<file path="src/rtl/poly_hint_pack_if.sv">
// Handshake bundle between the make-hint stage, the hint packer and the
// signature byte packer. The master side drives start, polynomials and the
// byte-stream ready. The slave side is the packer.
interface poly_hint_pack_if;
   logic         start;
   logic         poly_valid;
   logic         poly_ready;
   logic [255:0] poly_h;
   logic [7:0]   byte_out;
   logic         byte_valid;
   logic         byte_ready;
   logic         byte_last;
   logic         busy;
   logic         done;
   logic         reject;

   modport master (
      output start, poly_valid, poly_h, byte_ready,
      input  poly_ready, byte_out, byte_valid, byte_last, busy, done, reject
   );

   modport slave (
      input  start, poly_valid, poly_h, byte_ready,
      output poly_ready, byte_out, byte_valid, byte_last, busy, done, reject
   );
endinterface

</file>
<file path="src/rtl/poly_hint_pack.sv">
// Dilithium hint-section encoder. It scans K hint polynomials one
// coefficient per cycle and records the positions of the set bits in
// hint_buf[0..OMEGA-1]. It records the running weight after each polynomial
// in hint_buf[OMEGA+p], then streams all OMEGA+K bytes out. When the total
// weight exceeds OMEGA, the signature is flagged as rejected and nothing is
// streamed.
module poly_hint_pack #(
   parameter int K     = 4,
   parameter int OMEGA = 80
) (
   input  logic             clk,
   input  logic             rst_n,
   poly_hint_pack_if.slave  bus
);
   localparam int NB = OMEGA + K;
   localparam int IW = $clog2(NB);
   localparam int PW = (K > 1) ? $clog2(K) : 1;

   typedef enum logic [2:0] {
      S_IDLE,
      S_WAIT,
      S_SCAN,
      S_STORE,
      S_EMIT,
      S_DONE
   } state_t;

   state_t        state_q, state_d;
   logic [7:0]    hint_buf [NB];
   logic [255:0]  lat_h;
   logic [7:0]    k_cnt;
   logic [7:0]    coef_idx;
   logic [PW-1:0] poly_idx;
   logic [IW-1:0] out_idx;
   logic          reject_q;

   logic          cur_bit;
   logic          full;
   logic          last_poly;
   logic          last_byte;
   logic          clr;
   logic          wr_en;
   logic [IW-1:0] wr_addr;
   logic [7:0]    wr_data;

   assign cur_bit   = lat_h[coef_idx];
   // k_cnt stops at OMEGA, so equality is the "no room left" test
   assign full      = (k_cnt == 8'(OMEGA));
   assign last_poly = (poly_idx == PW'(K - 1));
   assign last_byte = (out_idx == IW'(NB - 1));
   assign clr       = (state_q == S_IDLE) && bus.start;

   // Outputs decode from state. byte_out is forced to zero outside EMIT.
   assign bus.poly_ready = (state_q == S_WAIT);
   assign bus.byte_valid = (state_q == S_EMIT);
   assign bus.byte_last  = (state_q == S_EMIT) && last_byte;
   assign bus.byte_out   = (state_q == S_EMIT) ? hint_buf[out_idx] : 8'h00;
   assign bus.busy       = (state_q != S_IDLE);
   assign bus.done       = (state_q == S_DONE);
   assign bus.reject     = reject_q;

   // State register
   always_ff @(posedge clk or negedge rst_n) begin
      if (!rst_n) state_q <= S_IDLE;
      else        state_q <= state_d;
   end

   // Next-state logic: one coefficient per SCAN cycle; a rejected
   // signature skips EMIT entirely
   always_comb begin
      state_d = state_q;
      case (state_q)
         S_IDLE:  if (bus.start) state_d = S_WAIT;
         S_WAIT:  if (bus.poly_valid) state_d = S_SCAN;
         S_SCAN:  if (coef_idx == 8'hFF) state_d = S_STORE;
         S_STORE: begin
            if (!last_poly)    state_d = S_WAIT;
            else if (reject_q) state_d = S_DONE;
            else               state_d = S_EMIT;
         end
         S_EMIT:  if (bus.byte_ready && last_byte) state_d = S_DONE;
         S_DONE:  state_d = S_IDLE;
         default: state_d = S_IDLE;
      endcase
   end

   // Single buffer write port: an index during SCAN, a cumulative count in STORE
   always_comb begin
      wr_en   = 1'b0;
      wr_addr = '0;
      wr_data = '0;
      if (state_q == S_SCAN && cur_bit && !full) begin
         wr_en   = 1'b1;
         wr_addr = IW'(k_cnt);
         wr_data = coef_idx;
      end else if (state_q == S_STORE) begin
         wr_en   = 1'b1;
         wr_addr = IW'(OMEGA) + IW'(poly_idx);
         wr_data = k_cnt;
      end
   end

   // Hint buffer: cleared on an accepted start so unused slots read zero
   always_ff @(posedge clk or negedge rst_n) begin
      if (!rst_n) begin
         for (int i = 0; i < NB; i++) hint_buf[i] <= 8'h00;
      end else if (clr) begin
         for (int i = 0; i < NB; i++) hint_buf[i] <= 8'h00;
      end else if (wr_en) begin
         hint_buf[wr_addr] <= wr_data;
      end
   end

   // Counters, polynomial latch and reject flag
   always_ff @(posedge clk or negedge rst_n) begin
      if (!rst_n) begin
         lat_h    <= '0;
         k_cnt    <= '0;
         coef_idx <= '0;
         poly_idx <= '0;
         out_idx  <= '0;
         reject_q <= 1'b0;
      end else begin
         case (state_q)
            S_IDLE: begin
               if (bus.start) begin
                  k_cnt    <= '0;
                  poly_idx <= '0;
                  reject_q <= 1'b0;
               end
            end
            S_WAIT: begin
               if (bus.poly_valid) begin
                  lat_h    <= bus.poly_h;
                  coef_idx <= '0;
               end
            end
            S_SCAN: begin
               coef_idx <= coef_idx + 8'd1;
               if (cur_bit) begin
                  if (!full) k_cnt    <= k_cnt + 8'd1;
                  else       reject_q <= 1'b1;
               end
            end
            S_STORE: begin
               out_idx <= '0;
               if (!last_poly) poly_idx <= poly_idx + PW'(1);
            end
            S_EMIT: begin
               if (bus.byte_ready) out_idx <= out_idx + IW'(1);
            end
            default: ;
         endcase
      end
   end
endmodule

</file>
<file path="src/flat_wrapper.sv">
// flat-port wrapper written by rule: the top's interface ports become plain ports
module poly_hint_pack_flat 
#(
   parameter int K     = 4,
   parameter int OMEGA = 80
)
  (clk, rst_n, bus_start, bus_poly_valid, bus_poly_h, bus_byte_ready, bus_poly_ready, bus_byte_out, bus_byte_valid, bus_byte_last, bus_busy, bus_done, bus_reject);
  poly_hint_pack_if bus_i ();
  input  logic clk;
  input  logic rst_n;
  input wire logic [$bits(bus_i.start)-1:0] bus_start;
  input wire logic [$bits(bus_i.poly_valid)-1:0] bus_poly_valid;
  input wire logic [$bits(bus_i.poly_h)-1:0] bus_poly_h;
  input wire logic [$bits(bus_i.byte_ready)-1:0] bus_byte_ready;
  output wire logic [$bits(bus_i.poly_ready)-1:0] bus_poly_ready;
  output wire logic [$bits(bus_i.byte_out)-1:0] bus_byte_out;
  output wire logic [$bits(bus_i.byte_valid)-1:0] bus_byte_valid;
  output wire logic [$bits(bus_i.byte_last)-1:0] bus_byte_last;
  output wire logic [$bits(bus_i.busy)-1:0] bus_busy;
  output wire logic [$bits(bus_i.done)-1:0] bus_done;
  output wire logic [$bits(bus_i.reject)-1:0] bus_reject;
  assign bus_i.start = bus_start;
  assign bus_i.poly_valid = bus_poly_valid;
  assign bus_i.poly_h = bus_poly_h;
  assign bus_i.byte_ready = bus_byte_ready;
  assign bus_poly_ready = bus_i.poly_ready;
  assign bus_byte_out = bus_i.byte_out;
  assign bus_byte_valid = bus_i.byte_valid;
  assign bus_byte_last = bus_i.byte_last;
  assign bus_busy = bus_i.busy;
  assign bus_done = bus_i.done;
  assign bus_reject = bus_i.reject;
  poly_hint_pack #(.K(K), .OMEGA(OMEGA)) u_core (.clk(clk), .rst_n(rst_n), .bus(bus_i));
endmodule
</file>
<file path="config.mk">
export PLATFORM = sky130hd
export DESIGN_NAME = poly_hint_pack_flat
export DESIGN_NICKNAME = d
export VERILOG_FILES = /design/src/rtl/poly_hint_pack_if.sv /design/src/rtl/poly_hint_pack.sv /design/src/flat_wrapper.sv
export SDC_FILE = /design/constraint.sdc
export NUM_CORES = 1
export LEC_CHECK = 0
export BUFFER_PORTS_ARGS = -buffer_cell sky130_fd_sc_hd__buf_2
export CORE_ASPECT_RATIO = 1.25
export CORE_MARGIN = 8
export CORE_UTILIZATION = 50
export CTS_BUF_LIST = sky130_fd_sc_hd__clkbuf_8
export DETAILED_ROUTE_END_ITERATION = 6
export PLACE_DENSITY_LB_ADDON = 0.08
export SETUP_SLACK_MARGIN = 0.3
export SLEW_MARGIN = 20
export SYNTH_ARGS = -nofsm -noshare
export SYNTH_HDL_FRONTEND = slang
export SYNTH_SLANG_ARGS = --single-unit
</file>
<file path="constraint.sdc">
create_clock -name clk -period 3.9 [get_ports clk]
set_input_delay 0.78 -clock clk [delete_from_list [all_inputs] [get_ports clk]]
set_output_delay 0.78 -clock clk [all_outputs]
set_load 0.005 [all_outputs]
</file>
==> flow_summary.toml <==
[run_status]
run_status = "finished, violations left"
violations = "negative setup slack"

[floorplan]
die_h_um = 356
floorplan.die.width_um = 288
num_io_pins = 275
floorplan.rows = 124
core_region_area_um2 = 91400
floorplan.initialDensity = 0.505
floorplan.die_area_um2 = 102000

[pwr]
powerDensity_nw_per_um2 = 499
power.ir.vdd_worst_uv = 764
power_leakage_nw = 28.7

[clocking]
cts-buffers-inserted = 159
cts_max_path_buffers = 3
cts.sinks = 957
clock_tree.htree_level_count = 4
root_buffer_cell = "sky130_fd_sc_hd__clkbuf_8"
path_clk_slew_ns = 0.07
cts_tree = "yes"
clock_insertion_delay_worst_skew_ns = 0.83

[logic_synthesis]
biggest_area_consumer_among_synthesized_cells = "sky130_fd_sc_hd__dfrtp_1"
post_synth_most_frequent_cells = "1375 x sky130_fd_sc_hd__nand2_1, 957 x sky130_fd_sc_hd__dfrtp_1, 647 x sky130_fd_sc_hd__mux2i_1, 260 x sky130_fd_sc_hd__clkbuf_1, 231 x sky130_fd_sc_hd__mux4_2"
synth_seq_area_share = 0.519
yosysMostFrequentCell = "sky130_fd_sc_hd__nand2_1"
synth-async-reset-ratio = 1.00
synth_seq_cells = 957
synth_top_area_share = 0.519
mappedNetlistNets = 4452
post_synth_instance_area_um2 = 46100
synth_area_per_cell_um2 = 11.0
syn_inst = 4186
synth_ff_type = "sky130_fd_sc_hd__dfrtp_1"
post_synth_main_area_contributors = "sky130_fd_sc_hd__dfrtp_1 52%, sky130_fd_sc_hd__mux2i_1 14%, sky130_fd_sc_hd__mux4_2 11%"
yosysWarnings = 0
ys_types = 60
synth_edf_count = 0

[routing]
detail_route.vias_per_cell = 5.80
drt-wirelength-per-cell_um = 24.6
via_count = 35300
initial_drc_count = 3149
drt.antenna.violating_nets = 0
routed_wirelength_um = 150000
dr.pass1.iters = 6
drc = 0

[timing]
clock.fmax_mhz = 210
rsz0062_at_grt = "true"
post-route-worst-setup-slack_ns = -0.851
setup_viol = 8
largest_clock_skew_in_the_final_design_ns = 0.0352
max_slew_margin = 0.238
finalHoldViolCount = 0
pin_slew_with_the_least_headroom_to_its_limit_ns = 1.14
hold-worst-slack_ns = 0.148
fin_crit_ns = 4.75
post-route-period-util = 1.22
slew_viol_final = 0

[critical_path]
reg2reg_slack_ns = 0.02
reg2reg_from = "u_core.coef_idx[0]"
setup.worst_path.end_class = "output pin"
r2r-end = "u_core.hint_buf[6]"
arrival_ns = 3.97
worst-path-max-fanout = 7
crit_path_end = "bus_byte_out[2]"
cp-startpoint = "u_core.out_idx[0]"
cp-start-kind = "flip-flop"
timing_worst_setup_path_type = "flip-flop to output pin"
worst-r2r-cell-count = 20
cp_data_required_time_ns = 3.12

[finish]
nFillCells = 6874
layout.cells.non_filler = 6095
layout-area-overhead-vs-synth_pct = 30.7
layout-drive-gt1-share = 0.307
fin_nets = 5043
post-route-cell-area_um2 = 60300

[placed_design]
pre_cts_slack_ns = -0.109
place.detailed.hpwl_um = 90200
numPlacedInstances = 5582
place_area_um2 = 51100
placement.io_buffers = 274
gp_congestion = 0.855

[grt]
groute.usage.overall = 0.287
grt_pass1_vias = 36600
global_route_wire_length_before_repair_um = 226000
antenna_found_initial = 4
grt_overflow_total = 0
largest_net_degree_at_the_start_of_global_routing = 230

[job]
max_cap_violations = 0

[worst_hold_path]
min_path_type = "input pin to flip-flop"
==> per-stage QoR <==
step            util  setup TNS (ns)  total power [mW]
5_1_grt        0.660          -10.06              31.5
2_1_floorplan      -               0              16.7
3_3_place_gp   0.559         -0.0508              19.4
6_report       0.660           -6.33              30.1
4_1_cts        0.640           -6.97              29.7
3_5_place_dp   0.559           -1.67              19.5
==> state kept, by name, summed over array words and instances, names as in the netlist <==
| name | flops |
|---|---|
| u_core.hint_buf | 672 |
| u_core.lat_h | 256 |
| u_core.coef_idx | 8 |
| u_core.k_cnt | 8 |
| u_core.out_idx | 7 |
| u_core.state_q | 3 |
| u_core.poly_idx | 2 |
| u_core.bus.reject | 1 |
==> area by class of cell <==
type | instances | area [um2] | share of cell area
sequential | 957 | 24000 | 0.398
multi-input combinational | 2865 | 22200 | 0.368
timing repair buffer | 771 | 9390 | 0.156
clock buffer | 208 | 2860 | 0.0475
tap | 1197 | 1500 | 0.0248
clock inverter | 72 | 308 | 0.00511
inverter | 23 | 86.3 | 0.00143
antenna | 2 | 5.00 | 0.0000830
==> worst min path at each step <==
| stage | startpoint | end | depth (start not counted) |
|---|---|---|---|
| 3_3_place_gp | u_core.lat_h[120] | u_core.lat_h[120] | 2 |
| 2_1_floorplan | u_core.lat_h[117] | u_core.lat_h[117] | 2 |
| 4_1_cts | bus_poly_h[235] | u_core.lat_h[235] | 3 |
| 3_5_place_dp | u_core.lat_h[123] | u_core.lat_h[123] | 2 |
| 6_report | bus_poly_h[237] | u_core.lat_h[237] | 3 |
| 5_1_grt | bus_poly_h[237] | u_core.lat_h[237] | 3 |
==> layout by cell type (no fill, tap or decap), types with 8 or more instances in the layout <==
cell type	synthesis	routed
sky130_fd_sc_hd__a21oi_2	0	9
sky130_fd_sc_hd__a22oi_1	54	43
sky130_fd_sc_hd__a22oi_2	0	11
sky130_fd_sc_hd__buf_12	2	178
sky130_fd_sc_hd__buf_16	0	63
sky130_fd_sc_hd__buf_2	25	273
sky130_fd_sc_hd__buf_4	9	122
sky130_fd_sc_hd__buf_6	9	92
sky130_fd_sc_hd__buf_8	0	29
sky130_fd_sc_hd__clkbuf_16	0	12
sky130_fd_sc_hd__clkbuf_8	0	208
sky130_fd_sc_hd__clkinv_2	0	16
sky130_fd_sc_hd__dfrtp_1	957	951
sky130_fd_sc_hd__inv_1	22	74
sky130_fd_sc_hd__mux2i_1	647	634
sky130_fd_sc_hd__mux2i_2	0	8
sky130_fd_sc_hd__mux4_2	231	233
sky130_fd_sc_hd__nand2_1	1375	1368
sky130_fd_sc_hd__nand2_8	0	11
sky130_fd_sc_hd__nand2b_1	10	9
sky130_fd_sc_hd__nand3_1	163	152
sky130_fd_sc_hd__nand3_4	0	28
sky130_fd_sc_hd__nor2_1	55	46
sky130_fd_sc_hd__nor2_4	0	19
sky130_fd_sc_hd__nor2b_4	0	9
sky130_fd_sc_hd__nor3_4	7	11
sky130_fd_sc_hd__o21ai_0	125	25
sky130_fd_sc_hd__o21ai_2	0	93
sky130_fd_sc_hd__o22ai_1	9	9
==> critical path: stages (launching register included) <==
cell,delay (ns)
sky130_fd_sc_hd__dfrtp_4,0.51
sky130_fd_sc_hd__buf_8,0.15
sky130_fd_sc_hd__buf_12,0.15
sky130_fd_sc_hd__buf_12,0.13
sky130_fd_sc_hd__buf_16,0.12
sky130_fd_sc_hd__mux4_2,0.46
sky130_fd_sc_hd__mux4_2,0.55
sky130_fd_sc_hd__mux4_2,0.55
sky130_fd_sc_hd__nor2b_4,0.18
sky130_fd_sc_hd__a21oi_2,0.11
sky130_fd_sc_hd__nor2_1,0.07
sky130_fd_sc_hd__buf_2,0.14
==> per-layer routing <==
metal | part of all wire | global-route usage | vias to the layer above | routed length, um
li1 | - | - | 15600 | -
met1 | 0.42 | 0.388 | 18100 | 62400
met2 | 0.49 | 0.459 | 1286 | 72800
met3 | 0.059 | 0.0513 | 340 | 8910
met4 | 0.039 | 0.114 | 4 | 5870
met5 | 0.00018 | 0 | - | 27
==> logic make-up after synthesis <==
logic type	after synthesis	synth area share
adder cells (fa/ha/maj)	5	0.00136
multiplexers	885	0.257
AO/OA/AOI/OAI	240	0.0320
flip-flops	957	0.519
buffers and inverters	364	0.0332
AND/OR/NAND/NOR	1723	0.155
XOR/XNOR	12	0.00228
==> power breakdown <==
group / total, mW / switching [mW] / internal, mW
Clock: 8.92 / 4.18 / 4.74
Sequential: 12.1 / 0.835 / 11.3
Combinational: 9.09 / 5.21 / 3.88
==> repair_timing <==
item	4_1_cts	5_1_grt
endpoints found under the setup margin	658	675
hold buffers	1	0
hold endpoints to repair	33	0
pin swaps	69	99
buffers inserted	106	54
resized for setup	384	268
gates cloned	57	13
(Power assumes the default switching activity.)
